`src/rtl/cache_ctrl_pkg.sv`:
```
// Shared encodings for the L1 controller: data-unit access widths, FSM states
// and small access-decode helpers.
package cache_ctrl_pkg;

    localparam logic [1:0] DU_W_LINE = 2'd0;
    localparam logic [1:0] DU_W_BYTE = 2'd1;
    localparam logic [1:0] DU_W_HALF = 2'd2;
    localparam logic [1:0] DU_W_WORD = 2'd3;

    typedef enum logic [2:0] {
        S_IDLE,
        S_LOOKUP,
        S_WRITE_THRU,
        S_REFILL,
        S_FILL
    } state_e;

    // Width 0 has no CPU meaning; halves and words must be naturally aligned.
    function automatic logic access_bad(input logic [1:0] width, input logic [1:0] lo);
        return (width == DU_W_LINE) ||
               (width == DU_W_HALF && lo[0]) ||
               (width == DU_W_WORD && lo != 2'b00);
    endfunction

    function automatic logic [3:0] byte_mask(input logic [1:0] width);
        case (width)
            DU_W_BYTE: return 4'b0001;
            DU_W_HALF: return 4'b0011;
            DU_W_WORD: return 4'b1111;
            default:   return 4'b0000;
        endcase
    endfunction

endpackage

```
`src/rtl/cache_ctrl_tag_store.sv`:
```
// Tag array plus valid vector for the direct-mapped L1: registered read,
// single write port that marks the entry valid, one-cycle clear of all valids.
module cache_tag_store #(
    parameter int IDX_W = 4,
    parameter int TAG_W = 24
) (
    input  logic             clk_i,
    input  logic             rst_ni,
    input  logic             clear,
    input  logic             rd_en,
    input  logic [IDX_W-1:0] rd_idx,
    input  logic             wr_en,
    input  logic [IDX_W-1:0] wr_idx,
    input  logic [TAG_W-1:0] wr_tag,
    output logic [TAG_W-1:0] rd_tag,
    output logic             rd_valid
);

    logic [TAG_W-1:0]      tags [2**IDX_W];
    logic [2**IDX_W-1:0]   valid;

    always_ff @(posedge clk_i or negedge rst_ni) begin
        if (!rst_ni) begin
            valid    <= '0;
            rd_tag   <= '0;
            rd_valid <= 1'b0;
        end else begin
            if (clear)
                valid <= '0;
            else if (wr_en)
                valid[wr_idx] <= 1'b1;
            // A write also lands in the read register so the replayed lookup sees the new line.
            if (wr_en) begin
                rd_tag   <= wr_tag;
                rd_valid <= 1'b1;
            end else if (rd_en) begin
                rd_tag   <= tags[rd_idx];
                rd_valid <= valid[rd_idx];
            end
        end
    end

    always_ff @(posedge clk_i) begin
        if (wr_en)
            tags[wr_idx] <= wr_tag;
    end

endmodule

```
`src/rtl/cache_ctrl.sv`:
```
// Direct-mapped, write-through, no-write-allocate L1 controller. Sequences an
// external cache_data_unit and refills missed lines word by word from memory.
module cache_ctrl
    import cache_ctrl_pkg::*;
#(
    parameter int XLEN      = 32,
    parameter int DU_ADDR_W = 8,
    parameter int LINE_BITS = 128
) (
    input  logic                 clk_i,
    input  logic                 rst_ni,
    input  logic                 cpu_req_i,
    input  logic                 cpu_we_i,
    input  logic [XLEN-1:0]      cpu_addr_i,
    input  logic [1:0]           cpu_width_i,
    input  logic [XLEN-1:0]      cpu_wdata_i,
    output logic                 cpu_gnt_o,
    output logic                 cpu_rvalid_o,
    output logic [XLEN-1:0]      cpu_rdata_o,
    output logic                 cpu_err_o,
    input  logic                 flush_i,
    output logic                 mem_req_o,
    output logic                 mem_we_o,
    output logic [XLEN-1:0]      mem_addr_o,
    output logic [3:0]           mem_be_o,
    output logic [XLEN-1:0]      mem_wdata_o,
    input  logic                 mem_gnt_i,
    input  logic                 mem_rvalid_i,
    input  logic [XLEN-1:0]      mem_rdata_i,
    output logic                 du_we_o,
    output logic [DU_ADDR_W-1:0] du_addr_o,
    output logic [1:0]           du_width_o,
    output logic [LINE_BITS-1:0] du_wdata_o,
    input  logic [LINE_BITS-1:0] du_rdata_i
);

    localparam int IDX_W      = DU_ADDR_W - 4;
    localparam int TAG_W      = XLEN - DU_ADDR_W;
    localparam int LINE_WORDS = LINE_BITS / XLEN;
    localparam int CNT_W      = $clog2(LINE_WORDS);

    state_e                          state;
    logic                            req_we;
    logic [XLEN-1:0]                 req_addr;
    logic [1:0]                      req_width;
    logic [XLEN-1:0]                 req_wdata;
    logic [LINE_WORDS-1:0][XLEN-1:0] line_buf;
    logic [CNT_W-1:0]                word_cnt;
    logic                            rd_pend;
    logic                            replay;

    logic [TAG_W-1:0]     tag_q;
    logic                 valid_q;
    logic                 gnt, hit, bad;
    logic [LINE_BITS-1:0] line_shift;
    logic                 unused_du_hi;

    assign gnt = rst_ni && (state == S_IDLE) && cpu_req_i && !flush_i;
    assign bad = access_bad(req_width, req_addr[1:0]);
    assign hit = valid_q && (tag_q == req_addr[XLEN-1:DU_ADDR_W]);
    assign unused_du_hi = ^du_rdata_i[LINE_BITS-1:XLEN];

    cache_tag_store #(.IDX_W(IDX_W), .TAG_W(TAG_W)) u_tags (
        .clk_i    (clk_i),
        .rst_ni   (rst_ni),
        .clear    ((state == S_IDLE) && flush_i),
        .rd_en    (gnt),
        .rd_idx   (cpu_addr_i[DU_ADDR_W-1:4]),
        .wr_en    (state == S_FILL),
        .wr_idx   (req_addr[DU_ADDR_W-1:4]),
        .wr_tag   (req_addr[XLEN-1:DU_ADDR_W]),
        .rd_tag   (tag_q),
        .rd_valid (valid_q)
    );

    always_ff @(posedge clk_i or negedge rst_ni) begin
        if (!rst_ni) begin
            state     <= S_IDLE;
            req_we    <= 1'b0;
            req_addr  <= '0;
            req_width <= '0;
            req_wdata <= '0;
            line_buf  <= '0;
            word_cnt  <= '0;
            rd_pend   <= 1'b0;
            replay    <= 1'b0;
        end else begin
            case (state)
                S_IDLE: if (gnt) begin
                    req_we    <= cpu_we_i;
                    req_addr  <= cpu_addr_i;
                    req_width <= cpu_width_i;
                    req_wdata <= cpu_wdata_i;
                    replay    <= 1'b0;
                    state     <= S_LOOKUP;
                end
                S_LOOKUP: begin
                    if (bad)
                        state <= S_IDLE;
                    else if (req_we)
                        state <= S_WRITE_THRU;
                    else if (hit)
                        state <= S_IDLE;
                    else begin
                        word_cnt <= '0;
                        rd_pend  <= 1'b0;
                        state    <= S_REFILL;
                    end
                end
                S_WRITE_THRU: if (mem_gnt_i) state <= S_IDLE;
                S_REFILL: begin
                    // One read in flight: wait for its data before asking for the next word.
                    if (!rd_pend) begin
                        if (mem_gnt_i) rd_pend <= 1'b1;
                    end else if (mem_rvalid_i) begin
                        line_buf[word_cnt] <= mem_rdata_i;
                        rd_pend            <= 1'b0;
                        word_cnt           <= word_cnt + 1'b1;
                        if (word_cnt == CNT_W'(LINE_WORDS - 1))
                            state <= S_FILL;
                    end
                end
                S_FILL: begin
                    replay <= 1'b1;
                    state  <= S_LOOKUP;
                end
                default: state <= S_IDLE;
            endcase
        end
    end

    // The data unit was being written during FILL, so the replayed load takes its data from the line buffer.
    assign line_shift = line_buf >> {req_addr[3:0], 3'b000};

    always_comb begin
        cpu_gnt_o    = gnt;
        cpu_rvalid_o = 1'b0;
        cpu_rdata_o  = '0;
        cpu_err_o    = 1'b0;
        mem_req_o    = 1'b0;
        mem_we_o     = 1'b0;
        mem_addr_o   = '0;
        mem_be_o     = '0;
        mem_wdata_o  = '0;
        du_we_o      = 1'b0;
        du_addr_o    = '0;
        du_width_o   = DU_W_LINE;
        du_wdata_o   = '0;
        case (state)
            S_IDLE: du_addr_o = gnt ? cpu_addr_i[DU_ADDR_W-1:0] : '0;
            S_LOOKUP: begin
                du_addr_o = req_addr[DU_ADDR_W-1:0];
                if (bad) begin
                    cpu_rvalid_o = 1'b1;
                    cpu_err_o    = 1'b1;
                end else if (!req_we) begin
                    if (hit) begin
                        cpu_rvalid_o = 1'b1;
                        cpu_rdata_o  = replay ? line_shift[XLEN-1:0] : du_rdata_i[XLEN-1:0];
                    end
                end else if (hit) begin
                    du_we_o    = 1'b1;
                    du_width_o = req_width;
                    du_wdata_o = LINE_BITS'(req_wdata);
                end
            end
            S_WRITE_THRU: begin
                mem_req_o    = 1'b1;
                mem_we_o     = 1'b1;
                mem_addr_o   = {req_addr[XLEN-1:2], 2'b00};
                mem_be_o     = byte_mask(req_width) << req_addr[1:0];
                mem_wdata_o  = req_wdata << {req_addr[1:0], 3'b000};
                cpu_rvalid_o = mem_gnt_i;
            end
            S_REFILL: begin
                mem_req_o  = !rd_pend;
                mem_addr_o = {req_addr[XLEN-1:4], word_cnt, 2'b00};
            end
            S_FILL: begin
                du_we_o    = 1'b1;
                du_width_o = DU_W_LINE;
                du_addr_o  = {req_addr[DU_ADDR_W-1:4], 4'b0000};
                du_wdata_o = line_buf;
            end
            default: ;
        endcase
    end

endmodule

```
`config.mk`:
```
export PLATFORM = sky130hd
export DESIGN_NAME = cache_ctrl
export DESIGN_NICKNAME = d
export VERILOG_FILES = /design/src/rtl/cache_ctrl_pkg.sv /design/src/rtl/cache_ctrl_tag_store.sv /design/src/rtl/cache_ctrl.sv
export SDC_FILE = /design/constraint.sdc
export NUM_CORES = 1
export LEC_CHECK = 0
export CAP_MARGIN = 0
export CELL_PAD_IN_SITES_DETAIL_PLACEMENT = 0
export CELL_PAD_IN_SITES_GLOBAL_PLACEMENT = 1
export CORE_MARGIN = 5
export CORE_UTILIZATION = 35
export DETAILED_ROUTE_END_ITERATION = 12
export GPL_ROUTABILITY_DRIVEN = 0
export PLACE_DENSITY_LB_ADDON = 0.1
export SYNTH_ARGS = -nofsm -noshare
export SYNTH_HDL_FRONTEND = slang
export SYNTH_HIERARCHICAL = 1
export SYNTH_SLANG_ARGS = --single-unit
```
`constraint.sdc`:
```
create_clock -name clk_i -period 4.1 [get_ports clk_i]
set_input_delay 1.23 -clock clk_i [delete_from_list [all_inputs] [get_ports clk_i]]
set_output_delay 1.23 -clock clk_i [all_outputs]
set_load 0.005 [all_outputs]
```
* Word level (Yosys, flattened, before mapping)
Memories as Yosys holds them, arrays and structs flattened.
Index checks and enable logic that the tools add are counted.
** Storage, ports and cells
- Register bits after elaboration :: 243
- RAM bits :: 384
- Output and inout port bits :: 244
- Logic and storage cells :: 139
- Memories :: 1
** Operators by class
- Add/subtract/negate cells :: 1
- Magnitude comparators :: 5
- Equal/unequal tests :: 17
- Shifts and indexed selects :: 3
- Muxes and demuxes :: 70
- Bitwise logic cells :: 1
- Reductions and logical operators :: 26
** Memory list
- u_tags.tags :: words 16, width 24, read ports 1, clocked after memory_dff 0, write ports 1, line cache_ctrl_tag_store.sv:19 : logic [TAG_W-1:0] tags [2**IDX_W];
** Operator list (count)
- 32-bit 2-to-1 mux :: 10
- 128-bit case mux with 2 select lines :: 1
- 128-bit bitwise mux :: 1
- 128-bit by 7-bit >> shifter with 32-bit output :: 1
- 32-bit demux with 2-bit select :: 1
- 32-bit case mux with 2 select lines :: 1
- 24-bit 2-to-1 mux :: 2
- 16-bit 2-to-1 mux :: 2
- 32-bit by 5-bit << shifter with 32-bit output :: 1
- 24-bit == test :: 1
- 2-bit 2-to-1 mux :: 12
- 8-bit case mux with 3 select lines :: 1
- 1-bit 2-to-1 mux :: 21
- 2-bit inequality test, second input constant :: 8
- 16-bit OR :: 1
- 3-bit 2-to-1 mux :: 5
- 3-bit case mux with 5 select lines :: 1
- 4-bit case mux with 3 select lines :: 1
- 4-bit by 5-bit < comparator with 1-bit output, second input constant :: 2
- 1-bit case mux with 2 select lines :: 5
- 2-bit nonzero test :: 5
- 1-bit logical AND :: 9
- 4-bit 2-to-1 mux :: 2
- 8-bit 2-to-1 mux :: 1
- 22 further kinds :: 28

* Logic depth before layout (Yosys ltp)
- Depth in word-level cells :: 7
- Gate-level depth with buffers :: 11

* Hierarchy
Netlist, hierarchy kept.
** Modules (own cells, without submodules)
- cache_tag_store :: times used 1, cells each 726, area each 16151.7 µm²
- cache_ctrl :: times used 1, cells each 1206, area each 13696.9 µm²

* Least setup slack after synthesis
Ideal clock, no wire load.
- Path kind :: reg2reg
- Start :: reg state[0]
- End :: mem u_tags.tags[0][0], enable pin
- Setup time :: 0.437 ns
- Data arrival time :: 3.726 ns
- Path slack :: -0.063 ns
- Stages on the path, launching flop included :: 8
- Period minus slack after synthesis :: 4.163 ns
- Path through :: dfrtp_1 > buf_2 > nor2_1 > nand2_1 > inv_1 > clkbuf_1 > or3b_2 > nor3_1
** Between the ends
- Cells in the longest elaborated chain, start to end :: 3
** Ends and longest elaborated chain
- start, declared :: line cache_ctrl.sv:42 : state_e state;
- start signal, assigned :: line cache_ctrl.sv:78 : state <= S_IDLE;
- start signal, assigned :: line cache_ctrl.sv:95 : state <= S_LOOKUP;
- start signal, assigned :: line cache_ctrl.sv:99 : state <= S_IDLE;
- 3-bit == test :: line cache_ctrl.sv:69 : .wr_en (state == S_FILL),
- 1-bit 2-to-1 mux :: line cache_ctrl_tag_store.sv:44 : if (wr_en)
- 1-bit 2-to-1 mux (implied by the code) :: line cache_ctrl_tag_store.sv:45 : tags[wr_idx] <= wr_tag;
- end, declared :: line cache_ctrl_tag_store.sv:19
No other way between the ends.

* Final worst setup path
- Start :: reg req_addr[11]
- End :: out du_wdata_o[7]
** Between the ends
- Cells in the longest elaborated chain, start to end :: 6
** Ends and longest elaborated chain
- start, declared :: line cache_ctrl.sv:44 : logic [XLEN-1:0] req_addr;
- start signal, assigned :: line cache_ctrl.sv:91 : req_addr <= cpu_addr_i;
- 24-bit == test :: line cache_ctrl.sv:60 : assign hit = valid_q && (tag_q == req_addr[XLEN-1:DU_ADDR_W]);
- 1-bit logical AND :: line cache_ctrl.sv:60
- 32-bit 2-to-1 mux :: line cache_ctrl.sv:161 : end else if (hit) begin
- 32-bit 2-to-1 mux :: line cache_ctrl.sv:156 : end else if (!req_we) begin
- 32-bit 2-to-1 mux :: line cache_ctrl.sv:153 : if (bad) begin
- 128-bit case mux with 2 select lines :: line cache_ctrl.sv:149 : case (state)
- end, declared :: line cache_ctrl.sv:33 : output logic [LINE_BITS-1:0] du_wdata_o,
No other way between the ends.

==> impl_metrics.json <==
{
  "path_cells": "xnor2_1 > nand4_1 > nor4_4 > buf_6 > buf_6 > and3b_2 > buf_12 > buf_8 > buf_16 > buf_6 > a22o_1 > buf_6",
  "drt_iter0_markers": 1595,
  "drv_cap": 0,
  "critical_path.max_stage_delay_ps": 400,
  "layout.nets": 2656,
  "clock_path_buffers": 3,
  "crit_type": "reg2out",
  "place_area_mm2": 0.0358,
  "setup_ws_ps": -147,
  "pin_count": 477,
  "maxSlewHeadroom_pct": 35.8,
  "tightest_slew_ps": 964,
  "setup_viol": 34,
  "cts_max_level": 3,
  "critical_path_arrival_ps": 3020,
  "area_growth_pct": 30.0,
  "fp.coreArea_mm2": 0.0849,
  "drc": 0,
  "crit_slowest_cell": "dfrtp_1",
  "cts-root-buf": "clkbuf_16",
  "min_path_type": "reg2reg",
  "power.density_mw_per_mm2": 563,
  "final.setup.tns_ps": -2190,
  "synth_warnings": 6,
  "synth_ff_type": "edfxtp_1",
  "drive_gt1_share_pct": 33.7,
  "finClkSkew_ps": 22.5,
  "preCtsSetupSlack_ps": -616,
  "clock-sinks": 627,
  "clkTransAtPathRegs_ps": 60,
  "min_period_ps": 4250,
  "max_freq_ghz": 0.235,
  "grt_util_all_layers_pct": 23.8,
  "ys_seq_area_share_pct": 59.0,
  "crit_top_cell": "buf_6",
  "fp.dieH_um": 302,
  "detail_route.wl_per_cell_um": 30.4,
  "grt_pass1_wl_um": 157000,
  "grt_pass1_vias": 21400,
  "dr.pass1.iters": 6,
  "cts_tree": "done",
  "worstPathMaxFanout": 7,
  "die_x_um": 302,
  "clk_latency_ps": 620,
  "port-buffer-count": 378,
  "stdcell_area_mm2": 0.0388,
  "hold_viol_final": 0,
  "via_count": 20300,
  "ys_ff_latch": 627,
  "overflow": 0,
  "timing.final.crit_share_pct": 104,
  "failed_checks": "negative setup slack",
  "synth_edf_count": 384,
  "wirelength_um": 110000,
  "antenna_found_initial": 8,
  "syn-instance-count": 1932,
  "most-common-layout-cells": "edfxtp_1, clkdlybuf4s50_1, dfrtp_1",
  "grt_max_degree": 99,
  "routed_via_density": 5.59,
  "die-area_mm2": 0.0912,
  "ys_types": 58,
  "crit_path_end_kind": "output port",
  "final_util_pct": 45.7,
  "ant_nets": 0,
  "layout.cells.most_common": "edfxtp_1",
  "initial_utilization_pct": 35.2,
  "cts_hold_buffers": 0,
  "cts_buffers": 72,
  "rsz0062_at_grt": "yes",
  "status": "complete, but fails checks",
  "cp-start-kind": "flop",
  "async_flop_share_pct": 38.8,
  "row_count": 107,
  "p_leak_uw": 0.0149,
  "required_ps": 2870,
  "dp_hpwl_um": 73400,
  "finalMaxSlewViolations": 0,
  "irDropWorstVdd_mv": 0.341,
  "syn_area_per_cell_um2": 15.4,
  "syn_area_mm2": 0.0298
}
## state kept, by name, indices dropped and copies added, names as in the netlist
register,count
u_tags/rd_valid,1
req_width,2
replay,1
u_tags/valid,16
state,3
req_we,1
req_addr,32
word_cnt,2
req_wdata,32
u_tags/tags,384
u_tags/rd_tag,24
rd_pend,1
line_buf,128
## final timing paths
| kind | start | to | slack, ps | depth (start not counted) |
|---|---|---|---|---|
| worst max-delay path | req_addr[11] | du_wdata_o[7] | -150 | 12 |
| worst min-delay path | u_tags/valid[12] | u_tags/valid[12] | 500 | 2 |
| worst max register to register | state[0] | u_tags/tags[0][6] | 770 | 8 |
| worst min register to register | u_tags/valid[12] | u_tags/valid[12] | 500 | 2 |
| max in group asynchronous | rst_ni | u_tags/valid[11] | 1560 | 4 |
| min in group asynchronous | rst_ni | req_wdata[30] | 630 | 2 |
## report_power, final
| group | switching, uW | internal (uW) | leakage [uW] |
|---|---|---|---|
| clock | 2660 | 3760 | 0.00116 |
| sequential | 969 | 7940 | 0.00667 |
| combinational | 3580 | 2930 | 0.00707 |
## through the flow
stage	hold WS [ps]	total power (uW)	instances
2_1_floorplan	461	12300	1933
3_3_place_gp	473	15400	3455
3_5_place_dp	486	15500	3455
4_1_cts	498	22100	3614
5_1_grt	522	22800	3624
6_report	496	21800	3628
## critical path: cells and delay by family, from the launching register on
kind,cells,cell delay [ps]
AND/OR/NAND/NOR,3,720
buffers and inverters,7,840
AO/OA/AOI/OAI,1,130
flip-flops,1,400
XOR/XNOR,1,290
## per-layer routing
layer  share of wire (%)  vias up  routed length, um  GRT usage [%]
met5               0.019        -                 21              0
met1                  39    10800              42900           29.2
li1                    -     8635                  -              -
met4                 2.6        4               2820           6.73
met3                 6.2      146               6860           5.33
met2                  52      738              57600           42.3
## cell usage after synthesis (all sizes together), types with 4 or more instances
library cell	instances	share of area, %
edfxtp	384	39
dfrtp	243	20
mux2	212	8.0
mux4	172	13
nor2	105	1.3
and3	104	2.2
mux2i	95	3.2
buf	94	1.9
nand2	62	0.78
clkbuf	59	0.74
and2	46	0.96
a22o	39	1.1
o21ai	36	0.60
a211oi	35	0.88
a21oi	35	0.59
xnor2	24	0.70
nor2b	21	0.44
a222oi	20	0.67
a22oi	18	0.45
a2111oi	16	0.76
nor3	14	0.23
o211ai	14	0.35
inv	9	0.11
nand4	9	0.21
o22ai	8	0.17
a221o	7	0.23
nand2b	7	0.15
nand3	7	0.12
a31oi	5	0.10
nand3b	5	0.13
ha	4	0.17
o31a	4	0.12
## repair_timing
action,CTS,global route
gates cloned,6,0
endpoints found under the setup margin,77,87
resized for setup,384,49
pin swaps,31,25
buffers inserted,20,16
## cell families after synthesis
group / Yosys count / share of synthesized area, %
AOI/OAI and AO/OA: 247 / 6.37
xor gates and xnor gates: 24 / 0.704
adders and majority gates: 4 / 0.168
buffers and inverters: 163 / 2.79
DFF: 627 / 59.0
muxes: 479 / 24.2
other: 1 / 0.0126
and+or+nand+nor: 387 / 6.78
## final cells by class
class                           count  area, um^2
Fill cell                        7726       46100
Sequential cell                   627       17600
Multi-Input combinational cell   1143       12000
Timing Repair Buffer              565        5380
Clock buffer                      105        2090
Tap cell                         1144        1430
Clock inverter                     29         267
Inverter                           10        37.5
Antenna cell                        5        12.5
Power figures use the tool's default switching activity.
